<file path="config.mk">
export PLATFORM = sky130hd
export DESIGN_NAME = spc_stack_ctrl_flat
export DESIGN_NICKNAME = d
export VERILOG_FILES = /design/src/rtl/spc_stack_ctrl_if.sv /design/src/rtl/spc_stack_ctrl.sv /design/src/flat_wrapper.sv
export SDC_FILE = /design/constraint.sdc
export NUM_CORES = 1
export LEC_CHECK = 0
export CAP_MARGIN = 20
export CORE_UTILIZATION = 30
export DETAILED_ROUTE_END_ITERATION = 6
export GPL_ROUTABILITY_DRIVEN = 1
export PLACE_DENSITY = 0.66
export RECOVER_POWER = 100
export SLEW_MARGIN = 20
export SYNTH_ARGS = -nofsm -noshare
export SYNTH_HDL_FRONTEND = slang
export SYNTH_SLANG_ARGS = --single-unit
</file>
<file path="constraint.sdc">
create_clock -name clk_a -period 3.6 [get_ports clk_a]
set_clock_uncertainty 0.15 [all_clocks]
set_input_delay 0.72 -clock clk_a [delete_from_list [all_inputs] [get_ports clk_a]]
set_output_delay 0.72 -clock clk_a [all_outputs]
set_load 0.005 [all_outputs]
</file>
<file path="src/rtl/spc_stack_ctrl_if.sv">
// spc_stack_ctrl_if -- request/response and SPC RAM port-A bundle for the
// SPC stack controller.
//
// Signals:
//   push, pop, push_data, clr_flags       requester -> controller
//   req_ready, pop_data, pop_valid        controller -> requester
//   spcptr, depth, overflow, underflow    controller status
//   ram_address, ram_data, ram_wren,
//   ram_rden                              controller -> SPC RAM port A
//   ram_q                                 SPC RAM port A -> controller
//
// Modports:
//   slave  - the stack controller
//   master - the environment (microsequencer plus SPC RAM)
interface spc_stack_ctrl_if #(
    parameter int ADDR_WIDTH = 5,
    parameter int DATA_WIDTH = 19
);
    logic                  push;
    logic                  pop;
    logic [DATA_WIDTH-1:0] push_data;
    logic                  clr_flags;
    logic                  req_ready;
    logic [DATA_WIDTH-1:0] pop_data;
    logic                  pop_valid;
    logic [ADDR_WIDTH-1:0] spcptr;
    logic [ADDR_WIDTH:0]   depth;
    logic                  overflow;
    logic                  underflow;
    logic [ADDR_WIDTH-1:0] ram_address;
    logic [DATA_WIDTH-1:0] ram_data;
    logic                  ram_wren;
    logic                  ram_rden;
    logic [DATA_WIDTH-1:0] ram_q;

    modport slave (
        input  push, pop, push_data, clr_flags, ram_q,
        output req_ready, pop_data, pop_valid, spcptr, depth,
               overflow, underflow, ram_address, ram_data, ram_wren, ram_rden
    );

    modport master (
        output push, pop, push_data, clr_flags, ram_q,
        input  req_ready, pop_data, pop_valid, spcptr, depth,
               overflow, underflow, ram_address, ram_data, ram_wren, ram_rden
    );
endinterface

</file>
<file path="src/rtl/spc_stack_ctrl.sv">
// spc_stack_ctrl -- controller for the 32-entry SPC (subroutine PC) stack.
//
// Owns the stack pointer and depth count, converts push / pop / exchange
// requests into port-A strobes on the SPC dual-port RAM and returns popped
// words with a one-cycle valid pulse.
//
// Ports:
//   clk_a  - clock, rising edge
//   reset  - synchronous, active-high
//   bus    - spc_stack_ctrl_if.slave: request handshake, status, RAM port A
//
// Parameters:
//   ADDR_WIDTH - SPC RAM address width (depth = 2**ADDR_WIDTH)
//   DATA_WIDTH - SPC word width
//   RD_LATENCY - RAM port-A read latency in cycles, 1 or 2
module spc_stack_ctrl #(
    parameter int ADDR_WIDTH = 5,
    parameter int DATA_WIDTH = 19,
    parameter int RD_LATENCY = 2
) (
    input  logic              clk_a,
    input  logic              reset,
    spc_stack_ctrl_if.slave   bus
);

    typedef enum logic [2:0] {
        S_IDLE,
        S_WR,
        S_RD,
        S_WAIT,
        S_CAP
    } state_t;

    // Anything other than 1 is treated as the two-cycle RAM.
    localparam bit LAT2 = (RD_LATENCY != 1);

    localparam logic [ADDR_WIDTH:0] DEPTH_MAX = {1'b1, {ADDR_WIDTH{1'b0}}};

    state_t                state_q, state_d;
    logic [ADDR_WIDTH-1:0] spcptr_q, spcptr_d;
    logic [ADDR_WIDTH:0]   depth_q, depth_d;
    logic                  overflow_q, overflow_d;
    logic                  underflow_q, underflow_d;
    logic [DATA_WIDTH-1:0] pop_data_q, pop_data_d;
    logic                  pop_valid_q, pop_valid_d;
    logic                  ram_wren_q, ram_wren_d;
    logic                  ram_rden_q, ram_rden_d;
    logic [ADDR_WIDTH-1:0] ram_address_q, ram_address_d;
    logic [DATA_WIDTH-1:0] ram_data_q, ram_data_d;
    logic                  xchg_q, xchg_d;

    logic                  set_ovf;
    logic                  set_unf;
    logic                  req_ready;

    assign req_ready = (state_q == S_IDLE) && !reset;

    always_comb begin
        state_d       = state_q;
        spcptr_d      = spcptr_q;
        depth_d       = depth_q;
        pop_data_d    = pop_data_q;
        pop_valid_d   = 1'b0;
        ram_wren_d    = ram_wren_q;
        ram_rden_d    = ram_rden_q;
        ram_address_d = ram_address_q;
        ram_data_d    = ram_data_q;
        xchg_d        = xchg_q;
        set_ovf       = 1'b0;
        set_unf       = 1'b0;

        case (state_q)
            S_IDLE: begin
                if (req_ready && bus.push && !bus.pop) begin
                    // Push pre-increments: spcptr always names the top entry.
                    spcptr_d      = spcptr_q + ADDR_WIDTH'(1);
                    ram_address_d = spcptr_q + ADDR_WIDTH'(1);
                    ram_data_d    = bus.push_data;
                    ram_wren_d    = 1'b1;
                    if (depth_q == DEPTH_MAX) begin
                        set_ovf = 1'b1;  // wrap overwrites the oldest entry
                    end else begin
                        depth_d = depth_q + (ADDR_WIDTH+1)'(1);
                    end
                    state_d = S_WR;
                end else if (req_ready && bus.pop && !bus.push) begin
                    ram_address_d = spcptr_q;
                    ram_rden_d    = 1'b1;
                    spcptr_d      = spcptr_q - ADDR_WIDTH'(1);
                    xchg_d        = 1'b0;
                    if (depth_q == '0) begin
                        set_unf = 1'b1;  // still reads: returns a stale word
                    end else begin
                        depth_d = depth_q - (ADDR_WIDTH+1)'(1);
                    end
                    state_d = S_RD;
                end else if (req_ready && bus.push && bus.pop) begin
                    // Exchange: read the top, then write push_data back to
                    // the same slot. ram_data is parked here so the write
                    // after capture needs no extra holding register.
                    ram_address_d = spcptr_q;
                    ram_rden_d    = 1'b1;
                    ram_data_d    = bus.push_data;
                    xchg_d        = 1'b1;
                    state_d       = S_RD;
                end
            end
            S_WR: begin
                ram_wren_d = 1'b0;
                state_d    = S_IDLE;
            end
            S_RD: begin
                ram_rden_d = 1'b0;
                state_d    = LAT2 ? S_WAIT : S_CAP;
            end
            S_WAIT: begin
                state_d = S_CAP;
            end
            S_CAP: begin
                pop_data_d  = bus.ram_q;
                pop_valid_d = 1'b1;
                if (xchg_q) begin
                    ram_wren_d = 1'b1;
                    xchg_d     = 1'b0;
                    state_d    = S_WR;
                end else begin
                    state_d = S_IDLE;
                end
            end
            default: begin
                state_d = S_IDLE;
            end
        endcase

        // Set takes priority over a coincident clear.
        overflow_d  = set_ovf || (overflow_q  && !bus.clr_flags);
        underflow_d = set_unf || (underflow_q && !bus.clr_flags);
    end

    always_ff @(posedge clk_a) begin
        if (reset) begin
            state_q       <= S_IDLE;
            spcptr_q      <= '0;
            depth_q       <= '0;
            overflow_q    <= 1'b0;
            underflow_q   <= 1'b0;
            pop_data_q    <= '0;
            pop_valid_q   <= 1'b0;
            ram_wren_q    <= 1'b0;
            ram_rden_q    <= 1'b0;
            ram_address_q <= '0;
            ram_data_q    <= '0;
            xchg_q        <= 1'b0;
        end else begin
            state_q       <= state_d;
            spcptr_q      <= spcptr_d;
            depth_q       <= depth_d;
            overflow_q    <= overflow_d;
            underflow_q   <= underflow_d;
            pop_data_q    <= pop_data_d;
            pop_valid_q   <= pop_valid_d;
            ram_wren_q    <= ram_wren_d;
            ram_rden_q    <= ram_rden_d;
            ram_address_q <= ram_address_d;
            ram_data_q    <= ram_data_d;
            xchg_q        <= xchg_d;
        end
    end

    assign bus.req_ready   = req_ready;
    assign bus.pop_data    = pop_data_q;
    assign bus.pop_valid   = pop_valid_q;
    assign bus.spcptr      = spcptr_q;
    assign bus.depth       = depth_q;
    assign bus.overflow    = overflow_q;
    assign bus.underflow   = underflow_q;
    assign bus.ram_address = ram_address_q;
    assign bus.ram_data    = ram_data_q;
    assign bus.ram_wren    = ram_wren_q;
    assign bus.ram_rden    = ram_rden_q;

endmodule

</file>
<file path="src/flat_wrapper.sv">
// flat-port wrapper written by rule: the top's interface ports become plain ports
module spc_stack_ctrl_flat 
#(
    parameter int ADDR_WIDTH = 5,
    parameter int DATA_WIDTH = 19,
    parameter int RD_LATENCY = 2
)
  (clk_a, reset, bus_push, bus_pop, bus_push_data, bus_clr_flags, bus_ram_q, bus_req_ready, bus_pop_data, bus_pop_valid, bus_spcptr, bus_depth, bus_overflow, bus_underflow, bus_ram_address, bus_ram_data, bus_ram_wren, bus_ram_rden);
  spc_stack_ctrl_if #(.ADDR_WIDTH(ADDR_WIDTH), .DATA_WIDTH(DATA_WIDTH)) bus_i ();
  input  logic clk_a;
  input  logic reset;
  input wire logic [$bits(bus_i.push)-1:0] bus_push;
  input wire logic [$bits(bus_i.pop)-1:0] bus_pop;
  input wire logic [$bits(bus_i.push_data)-1:0] bus_push_data;
  input wire logic [$bits(bus_i.clr_flags)-1:0] bus_clr_flags;
  input wire logic [$bits(bus_i.ram_q)-1:0] bus_ram_q;
  output wire logic [$bits(bus_i.req_ready)-1:0] bus_req_ready;
  output wire logic [$bits(bus_i.pop_data)-1:0] bus_pop_data;
  output wire logic [$bits(bus_i.pop_valid)-1:0] bus_pop_valid;
  output wire logic [$bits(bus_i.spcptr)-1:0] bus_spcptr;
  output wire logic [$bits(bus_i.depth)-1:0] bus_depth;
  output wire logic [$bits(bus_i.overflow)-1:0] bus_overflow;
  output wire logic [$bits(bus_i.underflow)-1:0] bus_underflow;
  output wire logic [$bits(bus_i.ram_address)-1:0] bus_ram_address;
  output wire logic [$bits(bus_i.ram_data)-1:0] bus_ram_data;
  output wire logic [$bits(bus_i.ram_wren)-1:0] bus_ram_wren;
  output wire logic [$bits(bus_i.ram_rden)-1:0] bus_ram_rden;
  assign bus_i.push = bus_push;
  assign bus_i.pop = bus_pop;
  assign bus_i.push_data = bus_push_data;
  assign bus_i.clr_flags = bus_clr_flags;
  assign bus_i.ram_q = bus_ram_q;
  assign bus_req_ready = bus_i.req_ready;
  assign bus_pop_data = bus_i.pop_data;
  assign bus_pop_valid = bus_i.pop_valid;
  assign bus_spcptr = bus_i.spcptr;
  assign bus_depth = bus_i.depth;
  assign bus_overflow = bus_i.overflow;
  assign bus_underflow = bus_i.underflow;
  assign bus_ram_address = bus_i.ram_address;
  assign bus_ram_data = bus_i.ram_data;
  assign bus_ram_wren = bus_i.ram_wren;
  assign bus_ram_rden = bus_i.ram_rden;
  spc_stack_ctrl #(.ADDR_WIDTH(ADDR_WIDTH), .DATA_WIDTH(DATA_WIDTH), .RD_LATENCY(RD_LATENCY)) u_core (.clk_a(clk_a), .reset(reset), .bus(bus_i));
endmodule
</file>
==> impl_metrics.csv <==
group,metric,value,unit
worst_setup_path,path_cells,"or4_1 -> inv_1 -> clkdlybuf4s50_1",
worst_setup_path,slowest_stage,"or4_1",
floorplan,initial_utilization,30.86,%
clocking,clkSinkCount,63,
pwr,combPwrFrac,18.0,%
detailed_routing,drt_iter0_drc,100,
hold_path,min-delay-path-class,"reg2reg",
global_route,grt_use_total,13.97,%
floorplan,core,8721,µm²
place,portBuffers,102,
worst_setup_path,slowest_delay,0.75,ns
floorplan,boundaryPins,103,
sta,worst_slew_pin_slew,2.584,ns
pwr,swShare,24.87,%
run_status,status,"finished with violations",
detailed_routing,route.final.wire_length,6506,µm
detailed_routing,viasPerCell,4.640,
pwr,sequentialPowerShare,42.3,%
worst_setup_path,crit_fanout,11,
worst_setup_path,startpoint_type,"flip-flop",
detailed_routing,antenna_left,0,
sta,tns,0,ns
worst_setup_path,crit_family,"buffers and inverters",
worst_setup_path,cp.buffers_inverters,2,
synth,yosysUniqueCellTypes,39,
layout,nets,469,
worst_setup_path,end_kind,"output port",
pwr,switching_power,0.4606,mW
layout,area_delta_synth_final,48.72,%
synth,yosysWarningCount,0,
detailed_routing,drt_pass1_iterations,5,
run_status,violations,"max-capacitance violations, max-slew violations",
sta,fmax,0.3163,GHz
detailed_routing,routedWlPerCell,12.21,µm
global_route,gr-total-overflow,0,
synth,synth_area,2691,µm²
worst_setup_path,worst_ep_required_time,2.73,ns
layout,num-fill-cells,867,
sta,period_share,87.81,%
clocking,cts-root-buf,"clkbuf_8",
floorplan,die_w,96.72,µm
job,maxCapViolCount,1,
pwr,p_int,1.391,mW
pwr,power_density,462.7,nW/µm²
global_route,grt_pass1_vias,2276,
detailed_routing,vias,2473,
place,hpwl,4486,µm
worst_setup_path,path_class,"reg2out",
clocking,post_cts_buffers,0,
clocking,cts_made_buffers,9,
pwr,vdd_drop_max,0.1828,mV
floorplan,rows,34,
clocking,cts_resized,0,
layout,diodes,0,
global_route,grt_max_degree,64,
synth,synth_seq_cells,63,
clocking,cts-hold-fix-buffers,0,
layout,drive_above_1_share,4.471,%
clocking,h-tree-depth,3,
synth,synth_edf_count,0,
synth,ys_async_sr_fraction,0,%
clocking,clockBufferDepth,2,
floorplan,die_y,96.72,µm
sta,setup_viol,0,
global_route,antenna_found_initial,0,
pwr,leakage,1.592,nW
synth,synth_nets,373,
synth,postSynthAreaPerCell,8.307,µm²
detailed_routing,drc,0,
global_route,grt_pass1_wl,10780,µm
sta,finalHoldViolations,0,
sta,drv_slew,64,
clocking,path_clk_slew,0.07,ns
sta,slew_headroom,-72.27,%
clocking,cts_tree,"yes",
layout,final_area,4003,µm²
worst_setup_path,arrival,2.29,ns
clocking,clock_latency,0.33,ns
place,dpl-instance-area,3774,µm²
floorplan,dieArea,9354,µm²
sta,rsz0062_at_grt,"false",
synth,ys.flop_type,"dfxtp_1",
synth,synthCells,324,
pwr,clockPowerShare,39.7,%
place,place_congestion,0.7822,
synth,seq_area_frac_synth,46.86,%
sta,fin_crit,3.161,ns
flip-flops by register name, indices dropped and copies added, names as in the netlist:
signal and flops:
u_core.xchg_q 1, u_core.bus.depth 6, u_core.bus.spcptr 5, u_core.bus.ram_data 19, u_core.bus.pop_data 19, u_core.state_q 3
u_core.bus.ram_rden 1, u_core.bus.pop_valid 1, u_core.bus.overflow 1, u_core.bus.ram_address 5, u_core.bus.underflow 1, u_core.bus.ram_wren 1
layout by cell type, fill, tap and decap left out, types with 2 or more instances in the layout:
cell type / synthesis / layout
nor2_1: 23 / 23
and2_1: 4 / 4
nor2b_1: 3 / 3
clkdlybuf4s50_1: 0 / 42
nor3b_1: 2 / 2
nor3_1: 3 / 3
clkbuf_1: 17 / 4
ha_1: 6 / 6
a21oi_1: 31 / 31
buf_4: 0 / 2
nand3b_1: 2 / 2
a211oi_1: 8 / 8
bufinv_16: 0 / 3
dlygate4sd3_1: 0 / 59
mux2i_1: 5 / 5
nand2b_1: 22 / 22
inv_1: 4 / 4
xnor2_1: 5 / 5
dfxtp_1: 63 / 63
nor4_1: 3 / 3
xor2_1: 5 / 5
nand2_1: 64 / 64
nand3_1: 4 / 4
o21ai_0: 28 / 28
clkbuf_8: 0 / 9
or3_1: 3 / 3
path summary, 6_finish.rpt:
kind	from	end	slack, ns	cells after the start
max	u_core.state_q[2]$_SDFFE_PP0P_	bus_req_ready	0.44	3
min	u_core.bus.pop_data[12]$_SDFFE_PP0P_	u_core.bus.pop_data[12]$_SDFFE_PP0P_	0.30	2
max reg2reg	u_core.state_q[2]$_SDFFE_PP0P_	u_core.bus.depth[5]$_SDFFE_PP0P_	0.47	9
min reg2reg	u_core.bus.pop_data[12]$_SDFFE_PP0P_	u_core.bus.pop_data[12]$_SDFFE_PP0P_	0.30	2
worst register-to-register path: stages (launching register included):
cell and delay, ns:
dfxtp_1 0.39, or4_1 0.75, nor2_8 0.28, inv_4 0.10
ha_1 0.34, a21oi_1 0.21, o21ai_0 0.12, mux2_2 0.28
o21ai_0 0.16, a211oi_1 0.10
power by group through the flow:
stage	combinational (mW)	sequential [mW]	clock (mW)
6_report	0.334	0.783	0.734
5_1_grt	0.368	0.791	0.791
4_1_cts	0.353	0.785	0.761
3_5_place_dp	0.350	0.801	0
3_3_place_gp	0.344	0.801	0
2_1_floorplan	0.188	0.796	0
synthesized netlist by cell type (5+ instances only):
cell	instances	area [µm²]
nand2b_1	22	137.6
clkbuf_1	17	63.81
ha_1	6	75.07
xnor2_1	5	43.79
nand2_1	64	240.2
dfxtp_1	63	1261
a21oi_1	31	155.2
xor2_1	5	43.79
a211oi_1	8	60.06
mux2i_1	5	50.05
o21ai_0	28	140.1
nor2_1	23	86.33
routing by layer:
metal | vias up | wire [µm] | global-route usage [%]
met4 | 0 | 89 | 5.166
met5 | - | 0 | 0
li1 | 1290 | - | -
met2 | 68 | 2975 | 22.16
met3 | 9 | 338 | 4.263
met1 | 1106 | 3102 | 17.82
logic make-up (layout without fill, tap and decap cells):
logic type / Yosys count / in the layout / share of synthesized area [%]
xor gates and xnor gates: 10 / 10 / 3.254
muxes: 6 / 6 / 2.278
AOI/OAI and AO/OA: 75 / 75 / 15.53
adders and majority gates: 6 / 6 / 2.789
buffers and inverters: 25 / 126 / 4.184
and+or+nand+nor: 139 / 139 / 25.10
DFF: 63 / 63 / 46.86
metrics by stage:
step | util, % | total power [mW] | std cells | hold WS, ns | setup WS, ns
5_1_grt | 45.90 | 1.950 | 533 | 0.3277 | 0.2722
3_3_place_gp | 43.27 | 1.145 | 517 | 0.2912 | 0.3821
2_1_floorplan | - | 0.9832 | 324 | 0.3004 | 0.5808
6_report | 45.90 | 1.852 | 533 | 0.3037 | 0.4388
4_1_cts | 46.00 | 1.900 | 533 | 0.3089 | 0.5859
3_5_place_dp | 43.27 | 1.150 | 517 | 0.2981 | 0.2314
final cells by class:
type	count	area, µm²	share of cell area, %
Clock inverter	5	106.4	2.657
Multi-Input combinational cell	236	1314	32.82
Sequential cell	63	1261	31.51
Timing Repair Buffer	105	1033	25.82
Tap cell	108	135.1	3.376
Inverter	5	21.27	0.5314
Clock buffer	11	131.4	3.282
(Power assumes the default switching activity.)
